$ cat config.mk
export PLATFORM = sky130hd
export DESIGN_NAME = if_id_stage_flat
export DESIGN_NICKNAME = d
export VERILOG_FILES = /design/src/rtl/if_id_stage_if.sv /design/src/rtl/if_id_stage.sv /design/src/flat_wrapper.sv
export SDC_FILE = /design/constraint.sdc
export NUM_CORES = 1
export LEC_CHECK = 0
export ABC_AREA = 0
export CAP_MARGIN = 0
export CORE_MARGIN = 2
export CORE_UTILIZATION = 39
export DETAILED_ROUTE_END_ITERATION = 8
export GPL_ROUTABILITY_DRIVEN = 1
export GPL_TIMING_DRIVEN = 0
export HOLD_SLACK_MARGIN = 0.06
export PLACE_DENSITY = 0.84
export SLEW_MARGIN = 10
export SYNTH_ARGS = -nofsm -noshare
export SYNTH_HDL_FRONTEND = slang
export SYNTH_SLANG_ARGS = --single-unit
$ cat constraint.sdc
create_clock -name clk -period 2.9 [get_ports clk]
set_input_delay 0.29 -clock clk [delete_from_list [all_inputs] [get_ports clk]]
set_output_delay 0.29 -clock clk [all_outputs]
set_load 0.01 [all_outputs]
$ cat src/rtl/if_id_stage_if.sv
// Bundle between the fetch/decode control side and the IF/ID stage.
// The stage itself connects through the slave modport.
interface if_id_stage_if;
  logic [31:0] if_pc;
  logic [31:0] if_instr;
  logic        ext_stall;
  logic        flush;
  logic        ex_mem_read;
  logic [4:0]  ex_rt;
  logic        stall_if;
  logic        id_bubble;
  logic        id_valid;
  logic [31:0] id_pc;
  logic [31:0] id_instr;
  logic [31:0] id_pc8;
  logic [4:0]  id_rs;
  logic [4:0]  id_rt;
  logic [4:0]  id_rd;
  logic [4:0]  id_shamt;
  logic [31:0] id_imm_ext;
  logic [31:0] stall_count;

  modport master (
    output if_pc, if_instr, ext_stall, flush, ex_mem_read, ex_rt,
    input  stall_if, id_bubble, id_valid, id_pc, id_instr, id_pc8,
           id_rs, id_rt, id_rd, id_shamt, id_imm_ext, stall_count
  );

  modport slave (
    input  if_pc, if_instr, ext_stall, flush, ex_mem_read, ex_rt,
    output stall_if, id_bubble, id_valid, id_pc, id_instr, id_pc8,
           id_rs, id_rt, id_rd, id_shamt, id_imm_ext, stall_count
  );
endinterface

$ cat src/rtl/if_id_stage.sv
// IF/ID pipeline register: field decode, load-use hazard detection, stall and flush control.
// Defining IF_ID_STALL_CNT_EN builds a saturating counter of load-use bubble cycles.
module if_id_stage #(
  parameter logic [31:0] RESET_PC  = 32'h0000_3000,
  parameter logic [31:0] NOP_INSTR = 32'h0000_0000
) (
  input logic          clk,
  input logic          reset,
  if_id_stage_if.slave bus
);

  logic [31:0] idPc;
  logic [31:0] idInstr;
  logic        idValid;

  logic [5:0]  opcode;
  logic [5:0]  funct;
  logic [4:0]  rsField;
  logic [4:0]  rtField;
  logic [15:0] imm16;

  logic        usesRs;
  logic        usesRt;
  logic        rsMatch;
  logic        rtMatch;
  logic        hazard;
  logic        bubble;
  logic [31:0] immExt;

  assign opcode  = idInstr[31:26];
  assign rsField = idInstr[25:21];
  assign rtField = idInstr[20:16];
  assign funct   = idInstr[5:0];
  assign imm16   = idInstr[15:0];

  always_comb begin
    usesRs = 1'b1;
    case (opcode)
      6'h02, 6'h03, 6'h0F: usesRs = 1'b0;
      6'h00: begin
        if (funct == 6'h00 || funct == 6'h02 || funct == 6'h03)
          usesRs = 1'b0;
      end
      default: usesRs = 1'b1;
    endcase
  end

  always_comb begin
    usesRt = 1'b0;
    case (opcode)
      6'h00, 6'h04, 6'h05, 6'h2B: usesRt = 1'b1;
      default:                    usesRt = 1'b0;
    endcase
  end

  always_comb begin
    immExt = {{16{imm16[15]}}, imm16};
    case (opcode)
      6'h0C, 6'h0D, 6'h0E: immExt = {16'h0000, imm16};
      6'h0F:               immExt = {imm16, 16'h0000};
      default:             immExt = {{16{imm16[15]}}, imm16};
    endcase
  end

  // $zero is never a real dependency, and an empty stage has nothing to protect.
  assign rsMatch = usesRs && (bus.ex_rt == rsField);
  assign rtMatch = usesRt && (bus.ex_rt == rtField);
  assign hazard  = idValid && bus.ex_mem_read && (bus.ex_rt != 5'd0) && (rsMatch || rtMatch);
  assign bubble  = !bus.flush && hazard && !bus.ext_stall;

  always_ff @(posedge clk or negedge reset) begin
    if (!reset) begin
      idPc    <= RESET_PC;
      idInstr <= NOP_INSTR;
      idValid <= 1'b0;
    end else if (bus.flush) begin
      idPc    <= bus.if_pc;
      idInstr <= NOP_INSTR;
      idValid <= 1'b0;
    end else if (!(hazard || bus.ext_stall)) begin
      idPc    <= bus.if_pc;
      idInstr <= bus.if_instr;
      idValid <= 1'b1;
    end
  end

`ifdef IF_ID_STALL_CNT_EN
  logic [31:0] stallCnt;

  always_ff @(posedge clk or negedge reset) begin
    if (!reset) begin
      stallCnt <= 32'h0000_0000;
    end else if (bubble && (stallCnt != 32'hFFFF_FFFF)) begin
      stallCnt <= stallCnt + 32'd1;
    end
  end

  assign bus.stall_count = stallCnt;
`else
  assign bus.stall_count = 32'h0000_0000;
`endif

  assign bus.stall_if   = !bus.flush && (hazard || bus.ext_stall);
  assign bus.id_bubble  = bubble;
  assign bus.id_valid   = idValid;
  assign bus.id_pc      = idPc;
  assign bus.id_instr   = idInstr;
  assign bus.id_pc8     = idPc + 32'd8;
  assign bus.id_rs      = rsField;
  assign bus.id_rt      = rtField;
  assign bus.id_rd      = idInstr[15:11];
  assign bus.id_shamt   = idInstr[10:6];
  assign bus.id_imm_ext = immExt;

endmodule
$ cat src/flat_wrapper.sv
// flat-port wrapper written by rule: the top's interface ports become plain ports
module if_id_stage_flat 
#(
  parameter logic [31:0] RESET_PC  = 32'h0000_3000,
  parameter logic [31:0] NOP_INSTR = 32'h0000_0000
)
  (clk, reset, bus_if_pc, bus_if_instr, bus_ext_stall, bus_flush, bus_ex_mem_read, bus_ex_rt, bus_stall_if, bus_id_bubble, bus_id_valid, bus_id_pc, bus_id_instr, bus_id_pc8, bus_id_rs, bus_id_rt, bus_id_rd, bus_id_shamt, bus_id_imm_ext, bus_stall_count);
  if_id_stage_if bus_i ();
  input logic clk;
  input logic reset;
  input wire logic [$bits(bus_i.if_pc)-1:0] bus_if_pc;
  input wire logic [$bits(bus_i.if_instr)-1:0] bus_if_instr;
  input wire logic [$bits(bus_i.ext_stall)-1:0] bus_ext_stall;
  input wire logic [$bits(bus_i.flush)-1:0] bus_flush;
  input wire logic [$bits(bus_i.ex_mem_read)-1:0] bus_ex_mem_read;
  input wire logic [$bits(bus_i.ex_rt)-1:0] bus_ex_rt;
  output wire logic [$bits(bus_i.stall_if)-1:0] bus_stall_if;
  output wire logic [$bits(bus_i.id_bubble)-1:0] bus_id_bubble;
  output wire logic [$bits(bus_i.id_valid)-1:0] bus_id_valid;
  output wire logic [$bits(bus_i.id_pc)-1:0] bus_id_pc;
  output wire logic [$bits(bus_i.id_instr)-1:0] bus_id_instr;
  output wire logic [$bits(bus_i.id_pc8)-1:0] bus_id_pc8;
  output wire logic [$bits(bus_i.id_rs)-1:0] bus_id_rs;
  output wire logic [$bits(bus_i.id_rt)-1:0] bus_id_rt;
  output wire logic [$bits(bus_i.id_rd)-1:0] bus_id_rd;
  output wire logic [$bits(bus_i.id_shamt)-1:0] bus_id_shamt;
  output wire logic [$bits(bus_i.id_imm_ext)-1:0] bus_id_imm_ext;
  output wire logic [$bits(bus_i.stall_count)-1:0] bus_stall_count;
  assign bus_i.if_pc = bus_if_pc;
  assign bus_i.if_instr = bus_if_instr;
  assign bus_i.ext_stall = bus_ext_stall;
  assign bus_i.flush = bus_flush;
  assign bus_i.ex_mem_read = bus_ex_mem_read;
  assign bus_i.ex_rt = bus_ex_rt;
  assign bus_stall_if = bus_i.stall_if;
  assign bus_id_bubble = bus_i.id_bubble;
  assign bus_id_valid = bus_i.id_valid;
  assign bus_id_pc = bus_i.id_pc;
  assign bus_id_instr = bus_i.id_instr;
  assign bus_id_pc8 = bus_i.id_pc8;
  assign bus_id_rs = bus_i.id_rs;
  assign bus_id_rt = bus_i.id_rt;
  assign bus_id_rd = bus_i.id_rd;
  assign bus_id_shamt = bus_i.id_shamt;
  assign bus_id_imm_ext = bus_i.id_imm_ext;
  assign bus_stall_count = bus_i.stall_count;
  if_id_stage #(.RESET_PC(RESET_PC), .NOP_INSTR(NOP_INSTR)) u_core (.clk(clk), .reset(reset), .bus(bus_i));
endmodule
* After elaboration in Yosys (flattened, before gate mapping) *
Index checks and enable logic that the tools add are counted.

word-level totals
  register bits after elaboration = 65
  bits of input ports = 74

cells by class
  multiplexer cells = 10
  reduce and logical (&&, ||, !) cells = 20
  $add $sub $neg = 1
  eq/ne operators = 14

operators with widths
  operator                                                          count
  32-bit two-way mux                                                4
  32-bit case mux with 2 select lines                               1
  32-bit by 4-bit adder with 32-bit output (second input constant)  1
  6-bit by 2-bit == test with 1-bit output (second input constant)  4
  6-bit by 4-bit == test with 1-bit output (second input constant)  4
  6-bit by 3-bit == test with 1-bit output (second input constant)  2
  6-bit zero test                                                   2
  5-bit == test                                                     2
  1-bit logical AND                                                 8
  6-bit == test (second input constant)                             1
  3-bit OR reduction                                                2
  5-bit nonzero test                                                1
  1-bit logical OR                                                  4
  1-bit two-way mux                                                 4
  4-bit OR reduction                                                1
  1-bit zero test                                                   2
  2-bit inequality test (second input constant)                     1
  1-bit case mux with 2 select lines                                1

* Logic depth before layout (Yosys ltp) *
Gate-level depths: netlist of the first run.

  depth after elaboration = 11
  mapped depth = 7
  mapped depth without buffers = 5

* Worst setup path before layout of the first run *
OpenSTA, ideal clock, no wires.

  path type = register to output
  start point = register u_core.idInstr[26] (netlist: u_core.bus.id_instr[26])
  end point = output port bus_id_bubble
  data required time = 2.610 ns
  path slack = 0.767 ns
  buffers on the path = 0
  cell stages (with the launch flop) = 6
  arrival = 1.843 ns
  cells stage by stage = dfrtp_1 > nor2b_1 > or4_1 > a2111oi_1 > o21ai_0 > nor3_1

between the ends
  word-level cells in the longest chain between the ends = 8
  elaborated cells on any way between the ends = 17
  those cells by class = eq/ne (6); mux (2); reduce/logical (9)

ends and longest elaborated chain
  item                                                                            line                                  source
  start, declared                                                                 if_id_stage.sv:13                     logic [31:0] idInstr;
  start signal, assigned                                                          if_id_stage.sv:82                     idInstr <= bus.if_instr;
  6-bit by 2-bit == test with 1-bit output, or another cell as far along          if_id_stage.sv:38                     case (opcode)
  3-bit OR reduction / 4-bit OR reduction (equally long branches)                 if_id_stage.sv:38, if_id_stage.sv:50
  1-bit case mux with 2 select lines / 1-bit two-way mux (equally long branches)  if_id_stage.sv:38, if_id_stage.sv:50
  1-bit logical AND (on tied branches)                                            if_id_stage.sv:66, if_id_stage.sv:67
  1-bit logical OR (*)                                                            if_id_stage.sv:68                     assign hazard = idValid && bus.ex_mem_read && (bus.ex_rt != 5'd0) && (rsMatch || rtMatch);
  1-bit logical AND (*)                                                           if_id_stage.sv:68
  1-bit logical AND (*) (2 in series)                                             if_id_stage.sv:69                     assign bubble = !bus.flush && hazard && !bus.ext_stall;
  end, declared                                                                   flat_wrapper.sv:18                    output wire logic [$bits(bus_i.id_bubble)-1:0] bus_id_bubble;

Mark *: on every way between the ends. The rest lies on a longest branch, timed or not.

* Worst setup path in the final report of the first run *
  start point = register u_core.idPc[12] (netlist: u_core.bus.id_pc[12])
  end point = output port bus_id_pc8[24]

between the ends
  word-level cells in the longest chain between the ends = 1

ends and longest elaborated chain
  item                                      line                source
  start, declared                           if_id_stage.sv:12   logic [31:0] idPc;
  start signal, assigned                    if_id_stage.sv:77   idPc <= bus.if_pc;
  start signal, assigned                    if_id_stage.sv:81   idPc <= bus.if_pc;
  32-bit by 4-bit adder with 32-bit output  if_id_stage.sv:108  assign bus.id_pc8 = idPc + 32'd8;
  end, declared                             flat_wrapper.sv:22  output wire logic [$bits(bus_i.id_pc8)-1:0] bus_id_pc8;

Every way passes these cells.

==> metrics.cfg, run 1 <==
[placement]
port_buffers=223
pre_cts_ws_ns=-0.347
gp_congestion=0.853
hpwlAfterDp_um=11000

[setup_path]
cp.required_ns=2.61
cp-start-kind=register
end_kind=primary output
criticalPathCategory=reg2out
critPathMaxFanout=7
crit_arrival_ns=2.54
ff2ff_setup_slack_ns=0.50

[detailed_routing]
routed-wl-met2_um=7470
drc=0
met3_length_um=1110
wl_met1_um=5860
vias=4445
drtAntennaViolNets=0
wl_um=14600
top_layer=met4
drtPass1Iterations=4
via_per_inst=4.94
drtIter0Drc=298
avgRoutedWirePerCell_um=16.2

[die]
start_util_pct=40.5
die_y_um=111
die_area_um2=12200
ioPinCount=257
coreArea_um2=10900
row_count=38
die_x_um=111

[global_route]
antenna_found_initial=0
grt_pass1_wl_um=23000
grt_pass1_vias=4521
grt_usage_pct=22.7
grt_overflow=0
grt_max_degree=66

[sta]
max_slew_margin_pct=44.2
fin_crit_ns=2.83
timing.fmax_ghz=0.353
holdWs_ns=0.0763
period_share_pct=97.6
setup_ws_ns=0.0687
slew_violations=0
setup-violations-final=0
final-hold-violation-count=0
worstMarginPinSlew_ns=0.837
finalClockSkew_ns=0.00814

[clock_tree]
clockRootBuffer=clkbuf_16
tritoncts=built
cts_buffers=9
cts_sinks=65
holdBufCountCts=0
htreeDepth=3
clockBufferDepth=2
clk_pin_slew_worst_paths_ns=0.06
clk_latency_ns=0.32

[finish]
fillers=843
finalNetCount=830
multi_input_area_um2=2280
area_growth_pct=67.0
regArea_um2=1630
insertedDiodeCount=0
drive_above_1_share_pct=13.7

[synthesis]
synth_area_leaders=dfrtp_1, buf_4, nand2b_1, mux2i_1, xnor2_1
ys_seq_area_share_pct=36.8
synth_flop_cell=dfrtp_1
synth-seq-cells=65
yosys_warnings=0
async_flop_share_pct=100
yosys.area.top_type=dfrtp_1
synthTopCellsByCount=nand2b_1, dfrtp_1, buf_4
synth_most_common_cell=nand2b_1
synth-edff-count=0
syn_avg_cell_area_um2=9.09
syn_area_um2=4430
synth_top_area_share_pct=35.6
synthesis.instances=487
ys_types=35

[power_and_ir_drop]
leakagePower_uw=0.00344
ir_worst_vdd_mv=0.328
powerDensity_nw_per_um2=435

[status]
outcome=finished clean

[min_path]
hp-class=in2async

[flow_run]
cap_violations=0

==> power by group <==
part           internal [µW]  total (µW)  switching, µW
Combinational            525         892            366
Clock                    862        1250            387
Sequential               977        1080            101
Total                   2360        3220            854
==> final timing paths <==
check                                                    from                             endpoint  depth (start not counted)
min                                                     reset  u_core.bus.id_instr[20]$_DFFE_PN0P_                          1
max                          u_core.bus.id_pc[12]$_DFFE_PN1P_                       bus_id_pc8[24]                          6
max in group asynchronous                               reset     u_core.bus.id_pc[18]$_DFFE_PN0P_                          1
max reg2reg                u_core.bus.id_instr[1]$_DFFE_PN0P_     u_core.bus.id_pc[27]$_DFFE_PN0P_                          8
min reg2reg                  u_core.bus.id_pc[13]$_DFFE_PN1P_     u_core.bus.id_pc[13]$_DFFE_PN1P_                          2
min in group clk                                bus_if_pc[13]     u_core.bus.id_pc[13]$_DFFE_PN1P_                          3
==> layout make-up <==
class	instances	area share, %
clock buffer	11	3.28
tap	140	2.37
sequential	65	22.0
multi-input combinational	334	30.8
buffer	83	7.57
clock inverter	5	1.39
timing repair buffer	229	30.9
inverter	33	1.68
==> layout by cell type (no fill, tap or decap), drive strengths merged, types with 2 or more instances in the layout <==
| cell type | n |
|---|---|
| clkdlybuf4s50 | 208 |
| buf | 72 |
| nand2b | 66 |
| dfrtp | 63 |
| nand2 | 39 |
| xnor2 | 35 |
| inv | 33 |
| o32ai | 32 |
| mux2i | 32 |
| conb | 32 |
| clkbuf | 29 |
| nor2b | 18 |
| a21o | 15 |
| nand3 | 12 |
| nand4 | 10 |
| nor3 | 9 |
| dlygate4sd2 | 7 |
| dlymetal6s2s | 7 |
| and3 | 6 |
| nor2 | 5 |
| and4 | 5 |
| bufinv | 3 |
| xor2 | 2 |
| o21ai | 2 |
| a21oi | 2 |
| dfstp | 2 |
| or4 | 2 |
==> stage by stage <==
stage	total power, µW	TNS [ns]	utilization, %	cells	instance area (µm²)
3_3_place_gp	1960	-36.71	63.6	881	6950
5_1_grt	3350	-0.0220	67.6	900	7390
3_5_place_dp	1980	-0.352	63.5	881	6950
6_report	3220	0	67.6	900	7390
4_1_cts	3240	0	67.0	896	7330
2_1_floorplan	1460	0	-	518	4540
==> kinds of logic (layout without fill, tap and decap cells) <==
family / count (synthesis) / after routing / share of synthesized area (%)
multiplexers: 32 / 32 / 7.24
other: 1 / 32 / 0.0847
buffers and inverters: 119 / 361 / 15.5
adder cells (fa/ha/maj): 1 / 1 / 0.283
AO/OA/AOI/OAI: 59 / 59 / 11.0
XOR/XNOR: 37 / 37 / 7.32
AND/OR/NAND/NOR: 173 / 173 / 21.7
flip-flops: 65 / 65 / 36.8
==> sequential cells by signal, summed over array words and instances (netlist names) <==
| signal | count |
|---|---|
| u_core.bus.id_valid | 1 |
| u_core.bus.id_pc | 32 |
| u_core.bus.id_instr | 32 |
==> repair_timing <==
| item | in CTS | in global routing |
|---|---|---|
| gates resized for setup | 18 | 15 |
| buffers inserted | 2 | 4 |
| setup endpoints to repair | 13 | 24 |
| pin swaps | 5 | 4 |
| hold endpoints to repair | 0 | 0 |
==> per-layer routing <==
metal,up-vias,global-route usage (%)
li1,2096,-
met1,2131,26.9
met2,208,40.8
met3,10,5.71
met4,0,6.17
met5,-,0
==> critical path, stage by stage, from the launching register on <==
cell,delay (ns)
dfstp_2,0.59
and4_4,0.26
and4_2,0.28
and3_4,0.26
nand3b_1,0.11
xnor2_1,0.17
clkdlybuf4s50_1,0.56
Note: power is estimated with default switching activity, not from simulation.
==> inputs of run 2 (changes only) <==
--- a/config.mk
+++ b/config.mk
@@ -11,9 +11,9 @@
 export CORE_UTILIZATION = 39
 export DETAILED_ROUTE_END_ITERATION = 8
 export GPL_ROUTABILITY_DRIVEN = 1
-export GPL_TIMING_DRIVEN = 0
 export HOLD_SLACK_MARGIN = 0.06
 export PLACE_DENSITY = 0.84
+export SETUP_SLACK_MARGIN = 0.4
 export SLEW_MARGIN = 10
 export SYNTH_ARGS = -nofsm -noshare
 export SYNTH_HDL_FRONTEND = slang
==> metrics.cfg, run 2 (same netlist as run 1, synthesis figures left out) <==
[power_and_ir_drop]
leakagePower_uw=0.00331  ; -3.6%
ir_worst_vdd_mv=0.307  ; -6.5%
powerDensity_nw_per_um2=443  ; +1.7%

[placement]
pre_cts_ws_ns=-0.00887  ; +0.339 ns
port_buffers=224  ; +0.45%
gp_congestion=0.864  ; +1.2%
hpwlAfterDp_um=9640  ; -13%
place_area_um2=6510  ; -6.2%

[min_path]
whs_path_depth=2
hp-class=in2reg

[detailed_routing]
drtAntennaViolNets=0  ; unchanged
drtPass1Iterations=4  ; unchanged
avgRoutedWirePerCell_um=16.5  ; +2.2%
drtIter0Drc=247  ; -17%
vias=4254  ; -4.3%
via_per_inst=5.08  ; +2.9%
wl_um=13800  ; -5.0%
drc=0  ; unchanged

[sta]
setup_tns_ns=0  ; unchanged
setup_ws_ns=0.333  ; +0.264 ns
finalClockSkew_ns=0.00666  ; -0.00149 ns
final-hold-violation-count=0  ; unchanged
rsz0062_at_grt=yes
worstMarginPinSlew_ns=0.783  ; -0.0535 ns
slew_violations=0  ; unchanged
timing.fmax_ghz=0.390  ; +10%
setup-violations-final=0  ; unchanged
fin_crit_ns=2.57  ; -0.264 ns
max_slew_margin_pct=47.8  ; +3.6 points
period_share_pct=88.5  ; -9.1 points

[setup_path]
crit_slowest_cell=or4_4
crit_arrival_ns=2.28  ; -0.26 ns
slowest_delay_ns=0.57  ; -0.02 ns
criticalPathCategory=reg2out
end_kind=primary output
critPathMaxFanout=3  ; -4
cp-start-kind=register
path_cells=or4_4 > a2111oi_4 > o21ai_1 > nor3_1 > dlygate4sd2_1
cp.required_ns=2.61  ; about the same
reg2reg_depth=8  ; unchanged

[clock_tree]
cts_sinks=65  ; unchanged
clockBufferDepth=2  ; unchanged
cts_buffers=9  ; unchanged
clockRootBuffer=clkbuf_16
tritoncts=built
clk_latency_ns=0.32  ; about the same
clk_pin_slew_worst_paths_ns=0.06  ; about the same
htreeDepth=3  ; unchanged

[finish]
finalNetCount=767  ; -7.6%
final_common_cell=clkdlybuf4s50_1
final_area_um2=7060  ; -4.5%
area_growth_pct=59.5
utilization_pct=64.6  ; -3.0 points
insertedDiodeCount=0  ; unchanged
final_cell_mix=clkdlybuf4s50_1, nand2b_1, dfrtp_1, nand2_1, xnor2_1
drive_above_1_share_pct=11.8  ; -1.9 points

[die]
ioPinCount=257  ; unchanged
die_y_um=111  ; unchanged
coreArea_um2=10900  ; unchanged
row_count=38  ; unchanged
die_area_um2=12200  ; unchanged
die_x_um=111  ; unchanged
start_util_pct=40.5  ; unchanged

[flow_run]
cap_violations=0  ; unchanged

[global_route]
grt_overflow=0  ; unchanged
antenna_found_initial=0  ; unchanged
grt_pass1_vias=4221  ; -6.6%
grt_usage_pct=21.5  ; -1.2 points
grt_pass1_wl_um=21700  ; -5.7%
grt_max_degree=95  ; +44%

[status]
outcome=finished clean

==> run 2: metal layers <==
metal / global-route usage [%] / vias to the layer above / share of wire, %
li1: - / 1967 / -
met1: 25.6 / 2051 / 40
met2: 37.4 / 214 / 51
met3: 6.15 / 22 / 7.2
met4: 6.75 / 0 / 2.2
met5: 0 / - / 0
==> run 2: area by class of cell <==
cell class	count	area, µm²
flip-flops and latches	65	1640
clock inverters	4	73.8
multi-input cells	334	2350
well taps	140	175
inverters	33	124
clock buffers	12	267
repair buffers	249	2440
fillers	881	3870
==> run 2: path summary, 6_finish.rpt <==
path,slack (ns),end,from
min in group asynchronous,0.52,u_core.bus.id_instr[19]$_DFFE_PN0P_,reset
worst max-delay path,0.33,bus_id_bubble,u_core.bus.id_instr[31]$_DFFE_PN0P_
max in group asynchronous,2.05,u_core.bus.id_pc[12]$_DFFE_PN1P_,reset
worst min-delay path,0.24,u_core.bus.id_valid$_DFFE_PN0P_,bus_flush
worst max register to register,0.60,u_core.bus.id_instr[30]$_DFFE_PN0P_,u_core.bus.id_instr[4]$_DFFE_PN0P_
worst min register to register,0.57,u_core.bus.id_pc[1]$_DFFE_PN0P_,u_core.bus.id_pc[1]$_DFFE_PN0P_
==> run 2: per-stage QoR <==
stage	hold WS, ns	total power, µW	std cells
floorplan	-0.00559	1460	518
global placement	0.330	1900	808
detailed placement	0.332	1920	808
CTS	0.227	3150	837
global route	0.236	3270	837
finish	0.236	3130	837
==> run 2: timing repair <==
item	CTS	global route
hold buffers	1	0
setup buffers	11	0
gates resized for setup	67	37
pin swaps	4	5
endpoints found under the setup margin	53	34
gates cloned	1	0
endpoints found under the hold margin	63	0
==> run 2: critical path, delay by kind of cell, from the launching register on <==
| family | cells | cell delay [ns] |
|---|---|---|
| and+or+nand+nor | 2 | 0.73 |
| AOI/OAI and AO/OA | 2 | 0.50 |
| DFF | 1 | 0.43 |
| buffers and inverters | 1 | 0.29 |
==> run 2: where the power goes <==
part	switching [µW]	internal [µW]	leakage (µW)
Sequential	90.1	978	0.000809
Clock	397	823	0.000169
Combinational	370	469	0.00234
Total	857	2270	0.00331
